==> src/rtl/cnoc_copy_dma.sv <==
//============================================================================
// cnoc_copy_dma : single-channel CNOC copy engine, read-chunk then write-chunk
//                 through a MAX_BURST-deep staging buffer.
// Option macro  : CNOC_COPY_4K_SPLIT_EN (split chunks at 4 KB boundaries)
// Revision      : 1.0
//============================================================================
`default_nettype none

package cnoc_pkg;
  localparam int CNOC_DATAW = 64;
  localparam int CNOC_ADDRW = 32;
  localparam int AXI_IDW    = 4;

  typedef struct packed {
    logic [AXI_IDW-1:0]    id;
    logic [CNOC_ADDRW-1:0] addr;
    logic [7:0]            len;
    logic [2:0]            size;
    logic [1:0]            burst;
    logic                  lock;
    logic [3:0]            cache;
    logic [2:0]            prot;
    logic [3:0]            qos;
    logic [3:0]            region;
    logic [5:0]            atop;
    logic                  user;
  } cnoc_ax_s;

  typedef struct packed {
    logic [CNOC_DATAW-1:0]   data;
    logic [CNOC_DATAW/8-1:0] strb;
    logic                    last;
    logic                    user;
  } cnoc_w_s;

  typedef struct packed {
    logic [AXI_IDW-1:0] id;
    logic [1:0]         resp;
    logic               user;
  } cnoc_b_s;

  typedef struct packed {
    logic [AXI_IDW-1:0]    id;
    logic [CNOC_DATAW-1:0] data;
    logic [1:0]            resp;
    logic                  last;
    logic                  user;
  } cnoc_r_s;

  typedef struct packed {
    logic     aw_valid;
    cnoc_ax_s aw;
    logic     w_valid;
    cnoc_w_s  w;
    logic     b_ready;
    logic     ar_valid;
    cnoc_ax_s ar;
    logic     r_ready;
  } cnoc_req_s;

  typedef struct packed {
    logic    aw_ready;
    logic    ar_ready;
    logic    w_ready;
    logic    b_valid;
    cnoc_b_s b;
    logic    r_valid;
    cnoc_r_s r;
  } cnoc_resp_s;
endpackage

module cnoc_copy_dma
  import cnoc_pkg::*;
#(
  parameter int                  DATA_WIDTH = CNOC_DATAW,
  parameter int                  ADDR_WIDTH = CNOC_ADDRW,
  parameter int                  ID_WIDTH   = AXI_IDW,
  parameter logic [ID_WIDTH-1:0] AXI_ID     = '0,
  parameter int                  MAX_BURST  = 16,
  parameter int                  CNT_WIDTH  = 16
) (
  input  logic                  clk,
  input  logic                  arst_n,
  input  logic                  start,
  input  logic [ADDR_WIDTH-1:0] src_addr,
  input  logic [ADDR_WIDTH-1:0] dst_addr,
  input  logic [CNT_WIDTH-1:0]  num_beats,
  output logic                  busy,
  output logic                  done,
  output logic                  error,
  output cnoc_req_s             req,
  input  cnoc_resp_s            resp
);

  localparam int BEAT_BYTES = DATA_WIDTH / 8;
  localparam int BSH        = $clog2(BEAT_BYTES);
  localparam int LENW       = $clog2(MAX_BURST) + 1;
  localparam int IDXW       = (MAX_BURST > 1) ? $clog2(MAX_BURST) : 1;
  localparam int MW         = (CNT_WIDTH > 13) ? CNT_WIDTH : 13;

  localparam logic [2:0] S_IDLE = 3'd0;
  localparam logic [2:0] S_AR   = 3'd1;
  localparam logic [2:0] S_R    = 3'd2;
  localparam logic [2:0] S_AW   = 3'd3;
  localparam logic [2:0] S_W    = 3'd4;
  localparam logic [2:0] S_B    = 3'd5;
  localparam logic [2:0] S_DONE = 3'd6;

  logic [2:0]            state_q, state_d;
  logic [ADDR_WIDTH-1:0] src_q, src_d;
  logic [ADDR_WIDTH-1:0] dst_q, dst_d;
  logic [CNT_WIDTH-1:0]  rem_q, rem_d;
  logic [LENW-1:0]       len_q, len_d;
  logic [LENW-1:0]       rcnt_q, rcnt_d;
  logic [LENW-1:0]       wcnt_q, wcnt_d;
  logic                  error_q, error_d;

  logic [DATA_WIDTH-1:0] stage_mem [MAX_BURST];
  logic                  stage_we;
  logic [CNT_WIDTH-1:0]  rem_next;
  logic [MW-1:0]         chunk_len;
  logic                  w_last;
  logic                  resp_unused;

`ifdef CNOC_COPY_4K_SPLIT_EN
  localparam int PAGE_BEATS = 4096 / BEAT_BYTES;
  logic [MW-1:0] src_room;
  logic [MW-1:0] dst_room;
`endif

  // Chunk length is derived from the live src/dst/remaining registers, which
  // stay frozen while AR is pending, so ar.len is stable until the handshake.
  always_comb begin
    chunk_len = (MW'(rem_q) < MW'(MAX_BURST)) ? MW'(rem_q) : MW'(MAX_BURST);
`ifdef CNOC_COPY_4K_SPLIT_EN
    src_room = MW'(PAGE_BEATS) - MW'(src_q[11:BSH]);
    dst_room = MW'(PAGE_BEATS) - MW'(dst_q[11:BSH]);
    if (src_room < chunk_len) chunk_len = src_room;
    if (dst_room < chunk_len) chunk_len = dst_room;
`endif
  end

  assign w_last      = (wcnt_q == (len_q - LENW'(1)));
  assign rem_next    = rem_q - CNT_WIDTH'(len_q);
  assign resp_unused = ^{resp.b.id, resp.b.resp[0], resp.b.user,
                         resp.r.id, resp.r.resp[0], resp.r.user};

  always_ff @(posedge clk or negedge arst_n) begin
    if (!arst_n) begin
      state_q <= S_IDLE;
      src_q   <= '0;
      dst_q   <= '0;
      rem_q   <= '0;
      len_q   <= '0;
      rcnt_q  <= '0;
      wcnt_q  <= '0;
      error_q <= 1'b0;
    end else begin
      state_q <= state_d;
      src_q   <= src_d;
      dst_q   <= dst_d;
      rem_q   <= rem_d;
      len_q   <= len_d;
      rcnt_q  <= rcnt_d;
      wcnt_q  <= wcnt_d;
      error_q <= error_d;
    end
  end

  always_ff @(posedge clk) begin
    if (stage_we) stage_mem[rcnt_q[IDXW-1:0]] <= resp.r.data[DATA_WIDTH-1:0];
  end

  always_comb begin
    state_d  = state_q;
    src_d    = src_q;
    dst_d    = dst_q;
    rem_d    = rem_q;
    len_d    = len_q;
    rcnt_d   = rcnt_q;
    wcnt_d   = wcnt_q;
    error_d  = error_q;
    stage_we = 1'b0;
    case (state_q)
      S_IDLE: begin
        if (start) begin
          src_d   = src_addr;
          dst_d   = dst_addr;
          rem_d   = num_beats;
          error_d = 1'b0;
          state_d = (num_beats == '0) ? S_DONE : S_AR;
        end
      end
      S_AR: begin
        if (resp.ar_ready) begin
          len_d   = LENW'(chunk_len);
          rcnt_d  = '0;
          state_d = S_R;
        end
      end
      S_R: begin
        if (resp.r_valid) begin
          // Beats past the granted length have no buffer slot: drop and flag.
          if (rcnt_q < len_q) begin
            stage_we = 1'b1;
            rcnt_d   = rcnt_q + LENW'(1);
          end else begin
            error_d = 1'b1;
          end
          if (resp.r.resp[1]) error_d = 1'b1;
          if (resp.r.last) state_d = S_AW;
        end
      end
      S_AW: begin
        if (resp.aw_ready) begin
          wcnt_d  = '0;
          state_d = S_W;
        end
      end
      S_W: begin
        if (resp.w_ready) begin
          wcnt_d = wcnt_q + LENW'(1);
          if (w_last) state_d = S_B;
        end
      end
      S_B: begin
        if (resp.b_valid) begin
          src_d = src_q + (ADDR_WIDTH'(len_q) << BSH);
          dst_d = dst_q + (ADDR_WIDTH'(len_q) << BSH);
          rem_d = rem_next;
          if (resp.b.resp[1]) error_d = 1'b1;
          state_d = ((rem_next != '0) && !error_q && !resp.b.resp[1]) ? S_AR : S_DONE;
        end
      end
      S_DONE:  state_d = S_IDLE;
      default: state_d = S_IDLE;
    endcase
  end

  always_comb begin
    req   = '0;
    busy  = (state_q != S_IDLE);
    done  = (state_q == S_DONE);
    error = error_q;
    case (state_q)
      S_AR: begin
        req.ar_valid = 1'b1;
        req.ar.id    = AXI_IDW'(AXI_ID);
        req.ar.addr  = CNOC_ADDRW'(src_q);
        req.ar.len   = 8'(chunk_len - MW'(1));
        req.ar.size  = 3'(BSH);
        req.ar.burst = 2'b01;
      end
      S_R: req.r_ready = 1'b1;
      S_AW: begin
        req.aw_valid = 1'b1;
        req.aw.id    = AXI_IDW'(AXI_ID);
        req.aw.addr  = CNOC_ADDRW'(dst_q);
        req.aw.len   = 8'(len_q - LENW'(1));
        req.aw.size  = 3'(BSH);
        req.aw.burst = 2'b01;
      end
      S_W: begin
        req.w_valid = 1'b1;
        req.w.data  = CNOC_DATAW'(stage_mem[wcnt_q[IDXW-1:0]]);
        req.w.strb  = '1;
        req.w.last  = w_last;
      end
      S_B:     req.b_ready = 1'b1;
      default: ;
    endcase
  end

endmodule

`default_nettype wire

==> config.mk <==
export PLATFORM = sky130hd
export DESIGN_NAME = cnoc_copy_dma
export DESIGN_NICKNAME = d
export VERILOG_FILES = /design/src/rtl/cnoc_copy_dma.sv
export SDC_FILE = /design/constraint.sdc
export NUM_CORES = 1
export LEC_CHECK = 0
export ABC_AREA = 1
export BUFFER_PORTS_ARGS = -buffer_cell sky130_fd_sc_hd__buf_2
export CAP_MARGIN = 20
export CORE_UTILIZATION = 54
export DETAILED_ROUTE_END_ITERATION = 12
export PLACE_DENSITY = 0.74
export SYNTH_ARGS = -nofsm -noshare
export SYNTH_HDL_FRONTEND = slang
export SYNTH_SLANG_ARGS = --single-unit
==> constraint.sdc <==
create_clock -name clk -period 4.7 [get_ports clk]
set_input_delay 0.235 -clock clk [delete_from_list [all_inputs] [get_ports clk]]
set_output_delay 0.235 -clock clk [all_outputs]
set_load 0.01 [all_outputs]
## Yosys cells after proc, flatten, opt, wreduce, memory -nomap -nowiden

Memories as Yosys holds them, arrays and structs flattened.
Cells that the tools add are included.

| cells by class | value |
|---|---|
| $add $sub $neg | 8 |
| multiply operators | 0 |
| div/mod/pow operators | 0 |
| order comparisons | 2 |
| equality and inequality tests | 18 |
| shifts and indexed selects | 0 |
| muxes and demuxes | 45 |
| bitwise operators | 0 |
| reduce and logical (&&, ||, !) cells | 18 |

Operators with widths:

| cell | count |
|---|---|
| $mux W32 | 4 |
| $pmux W32 S2 | 2 |
| $mux W50 | 2 |
| $mux W74 | 1 |
| $add A32 B8 Y32 | 2 |
| $mux W16 | 2 |
| $pmux W16 S2 | 1 |
| $mux W3 | 10 |
| $mux W5 | 5 |
| $ne A2 B2 Y1 const B | 10 |
| $pmux W5 S2 | 2 |
| $pmux W3 S6 | 1 |
| $logic_not A16 Y1 | 1 |
| $lt A16 B5 Y1 const B | 1 |
| $reduce_bool A16 Y1 | 1 |
| $sub A16 B5 Y16 | 1 |
| $mux W1 | 13 |
| $add A5 B1 Y5 const B | 2 |
| $eq A3 B3 Y1 const B | 3 |
| $mux W8 | 1 |
| $reduce_and A8 Y1 | 1 |
| $sub A8 B1 Y8 const B | 1 |
| $eq A3 B2 Y1 const B | 2 |
| $reduce_and A3 Y1 | 2 |
| other kinds (15) | 20 |

| word-level totals | value |
|---|---|
| flip-flop bits (word level) | 99 |
| latch bits | 0 |
| RAM bits | 1,024 |
| bits in read-only memories | 0 |
| input bits | 167 |
| output and inout port bits | 226 |
| logic and storage cells | 100 |
| memories | 1 |

Memories:

| memory | depth | bits a word | rd ports | clocked after memory_dff | wr ports | RTL line | source |
|---|---|---|---|---|---|---|---|
| stage_mem | 16 | 64 | 1 | 0 | 1 | 118 | `logic [DATA_WIDTH-1:0] stage_mem [MAX_BURST];` |

## Logic depth before layout (Yosys ltp)

| depth | value |
|---|---|
| depth in word-level cells | 7 |
| depth in mapped cells | 19 |

## Worst setup path after synthesis

Ideal clock, no wire load.

| timing path | value |
|---|---|
| kind | reg-to-reg |
| start | register len_q[4] |
| end | memory stage_mem[0][0] (netlist name), enable pin |
| arrival | 4.160 ns |
| setup slack | 0.054 ns |
| stages on the path, launching flop included | 10 |
| buffers on the path | 0 |
| cell sequence | dfrtp_1 inv_1 ha_1 nand2_1 inv_1 nand4_1 o2111ai_2 nor2_1 nand2_1 nor2_1 |

| between the ends | value |
|---|---|
| longest elaborated chain between the ends | 6 |

Ends and longest elaborated chain:

| element | RTL line | source |
|---|---|---|
| start: declaration | 113 | `logic [LENW-1:0] len_q, len_d;` |
| start signal: assignment | 163 | `len_q <= len_d;` |
| $lt A5 B5 Y1 | 204 | `if (rcnt_q < len_q) begin` |
| $mux W1 | 204 |  |
| $mux W1 | 202 | `if (resp.r_valid) begin` |
| $mux W1 | 184 | `case (state_q)` |
| $mux W1 | 171 | `if (stage_we) stage_mem[rcnt_q[IDXW-1:0]] <= resp.r.data[DATA_WIDTH-1:0];` |
| $mux W1 (implied by the code) | 171 |  |
| end: declaration | 118 |  |

No other way between the ends.

==> flow_metrics.env <==
export IMPL_path_class="flop to output pin"
export IMPL_hold_path_class="input pin to flop"
export IMPL_start_util_pct=54.9
export IMPL_rows=108
export IMPL_final_cell_mix="1,024 x edfxtp_1, 744 x nor2_1, 396 x nand2_1"
export IMPL_yosysSeqAreaShare_pct=69.2
export IMPL_fillers=6421
export IMPL_max_cap_violations=0
export IMPL_remaining_drc_errors=0
export IMPL_cts_tree="done"
export IMPL_utilization_pct=63.4
export IMPL_critPathCaptureType="output pin"
export IMPL_io_pins=393
export IMPL_ir_worst_vdd_v=0.000445
export IMPL_synthAdderAreaFrac_pct=0.803
export IMPL_syn2layout_area_growth_pct=15.5
export IMPL_synth_compound_area_share_pct=11.3
export IMPL_setup_tns_ps=0
export IMPL_clk_pin_slew_ps=60
export IMPL_whs_ps=73.9
export IMPL_htree_levels=3
export IMPL_ant_nets=0
export IMPL_period_share_pct=84.4
export IMPL_fin_nets=4529
export IMPL_cp_data_arrival_time_ps=3730
export IMPL_die_area_sq_mm=0.0901
export IMPL_leakagePower_nw=19.6
export IMPL_synthSimpleGateAreaFrac_pct=11.4
export IMPL_seqCellArea_sq_mm=0.0332
export IMPL_routedWlPerCell_microns=22.2
export IMPL_firstDrtPassIters=5
export IMPL_globalplace_congestion=0.957
export IMPL_synthArstFlopShare_pct=8.82
export IMPL_status="completed"
export IMPL_synth_edff_count=1024
export IMPL_die_h_microns=300
export IMPL_drtIter0Drc=3436
export IMPL_viasPerCell=5.97
export IMPL_synthXorXnorAreaFrac_pct=0.347
export IMPL_crit_chain="buf_4, o21ai_0, o221ai_1, nand3_1, a31oi_1, buf_2"
export IMPL_hold_buffers=148
export IMPL_num_vias=33300
export IMPL_synth_mux_area_fraction_pct=2.00
export IMPL_p_total_mw=29.2
export IMPL_rsz0062_at_grt="false"
export IMPL_wl_mm=124
export IMPL_synth_seq_cells=1123
export IMPL_maxSlewViolCount=0
export IMPL_track_usage_pct=27.0
export IMPL_port_buffers=321
export IMPL_cts_sinks=1123
export IMPL_min_period_ps=3970
export IMPL_grt_overflow_total=0
export IMPL_cp_max_fo=64
export IMPL_post_cts_buffers=0
export IMPL_multi_input_area_sq_mm=0.0128
export IMPL_die_w_microns=300
export IMPL_crit_buf_inv=2
export IMPL_clkLatencyLatePin_ps=710
export IMPL_cp_slowest_stage_delay_ps=930
export IMPL_worst_clock_skew_ps=61.1
export IMPL_clockRootBuffer="clkbuf_16"
export IMPL_grt_pass1_vias=32000
export IMPL_synth_top_family_by_area="simple AND/OR/NAND/NOR gates"
export IMPL_fmax_ghz=0.252
export IMPL_required_ps=4470
export IMPL_relSlewSlack_pct=22.8
export IMPL_worst_slew_pin_slew_ps=1150
export IMPL_cts_resized_gates=0
export IMPL_synth_ff_type="edfxtp_1"
export IMPL_grt_max_degree=118
export IMPL_startpoint_type="flop"
export IMPL_clock_path_buffers=3
export IMPL_drive_gt1_share_pct=13.6
export IMPL_antenna_found_initial=6
export IMPL_dp_final_hpwl_mm=68.5
export IMPL_ys_warnings_count=0
export IMPL_numCtsBuffers=110
export IMPL_synth_top_area_share_pct=64.1
export IMPL_critPathTopFamily="compound AO/OA/AOI/OAI gates"
export IMPL_synth_area_sq_mm=0.0480
export IMPL_syn_mean_instance_area_sq_um=12.2
export IMPL_grt_pass1_wl_mm=187
export IMPL_mostFrequentLayoutCell="edfxtp_1"
export IMPL_yosys_area_top_type="edfxtp_1"
export IMPL_syn_inst=3945
export IMPL_ys_top_cells_by_area="edfxtp_1 64%, nor2_1 6.0%, dfrtp_1 5.2%"
export IMPL_powerDensity_mw_per_mm2=527
export IMPL_ys_types=53
export IMPL_hold_viol=0
export IMPL_cp_slowest_cell="dfrtp_4"
export IMPL_coreArea_sq_mm=0.0874
export IMPL_finalSetupViolCount=0
-- power breakdown --
| part | internal, mW | switching (mW) | leakage [nW] |
|---|---|---|---|
| sequential | 11.4 | 0.598 | 10.4 |
| clock | 4.77 | 3.71 | 1.67 |
| combinational | 2.84 | 5.86 | 7.56 |
| total | 19.1 | 10.2 | 19.6 |
-- worst paths after layout --
check | from | to | slack [ps] | depth (start not counted)
setup / recovery | wcnt_q[0] | req[124] | 730 | 6
hold / removal | resp[82] | rcnt_q[1] | 70 | 4
setup reg to reg | len_q[4] | stage_mem[2][56] | 1190 | 8
hold reg to reg | dst_q[8] | dst_q[8] | 500 | 2
max in group asynchronous | arst_n | dst_q[29] | 3330 | 3
min in group asynchronous | arst_n | src_q[3] | 80 | 2
-- synthesized netlist by cell type (all sizes together), types with 10 or more instances --
| cell type | instances |
|---|---|
| dfrtp | 99 |
| nor3 | 22 |
| o22ai | 17 |
| a31oi | 65 |
| ha | 26 |
| buf | 181 |
| edfxtp | 1024 |
| o211ai | 55 |
| nor2 | 770 |
| clkbuf | 134 |
| nand2 | 402 |
| nand3 | 124 |
| mux2i | 96 |
| nand4 | 17 |
| xor2 | 16 |
| o32ai | 160 |
| or2 | 10 |
| inv | 178 |
| o221ai | 97 |
| a21oi | 34 |
| o21ai | 382 |
-- per-layer routing --
metal / GRT usage (%) / wire (microns) / vias up / share of wire [%]
met5: 0 / 43 / - / 0.035
met4: 9.71 / 3920 / 8 / 3.2
met3: 4.20 / 9750 / 276 / 7.9
met2: 45.4 / 61100 / 1597 / 49
met1: 35.7 / 48900 / 16300 / 40
li1: - / - / 15100 / -
-- worst reg2reg max path, delay by kind of cell (launching register included) --
| kind | cells | cell delay [ps] |
|---|---|---|
| adders and majority gates | 1 | 330 |
| AOI/OAI and AO/OA | 2 | 460 |
| DFF | 1 | 490 |
| buffers and inverters | 2 | 570 |
| and+or+nand+nor | 3 | 1230 |
-- sequential cells by signal, indices dropped and copies added, names as in the netlist --
register	cells
dst_q	32
error	1
len_q	5
rcnt_q	5
rem_q	16
src_q	32
stage_mem	1024
state_q	3
wcnt_q	5
-- metrics by stage --
step                setup WS (ps)  area, sq um  cells
floorplan                    53.8        48200   4003
global placement             1320        50500   5227
detailed placement           1260        50500   5227
CTS                           649        55400   5572
global route                  569        55400   5573
finish                        732        55500   5576
-- cell type report --
class	count	area share, %
multi-input combinational	2385	23.0
sequential	1123	59.9
inverter	180	1.24
clock inverter	54	1.01
timing repair buffer	533	6.91
clock buffer	143	5.26
antenna	3	0.0135
tap	1155	2.61
-- logic make-up after synthesis --
group	after synthesis
xor gates and xnor gates	19
AOI/OAI and AO/OA	825
other	1
and+or+nand+nor	1357
buffers and inverters	495
muxes	96
DFF	1123
adders and majority gates	29
Note: power is estimated with default switching activity, not from simulation.
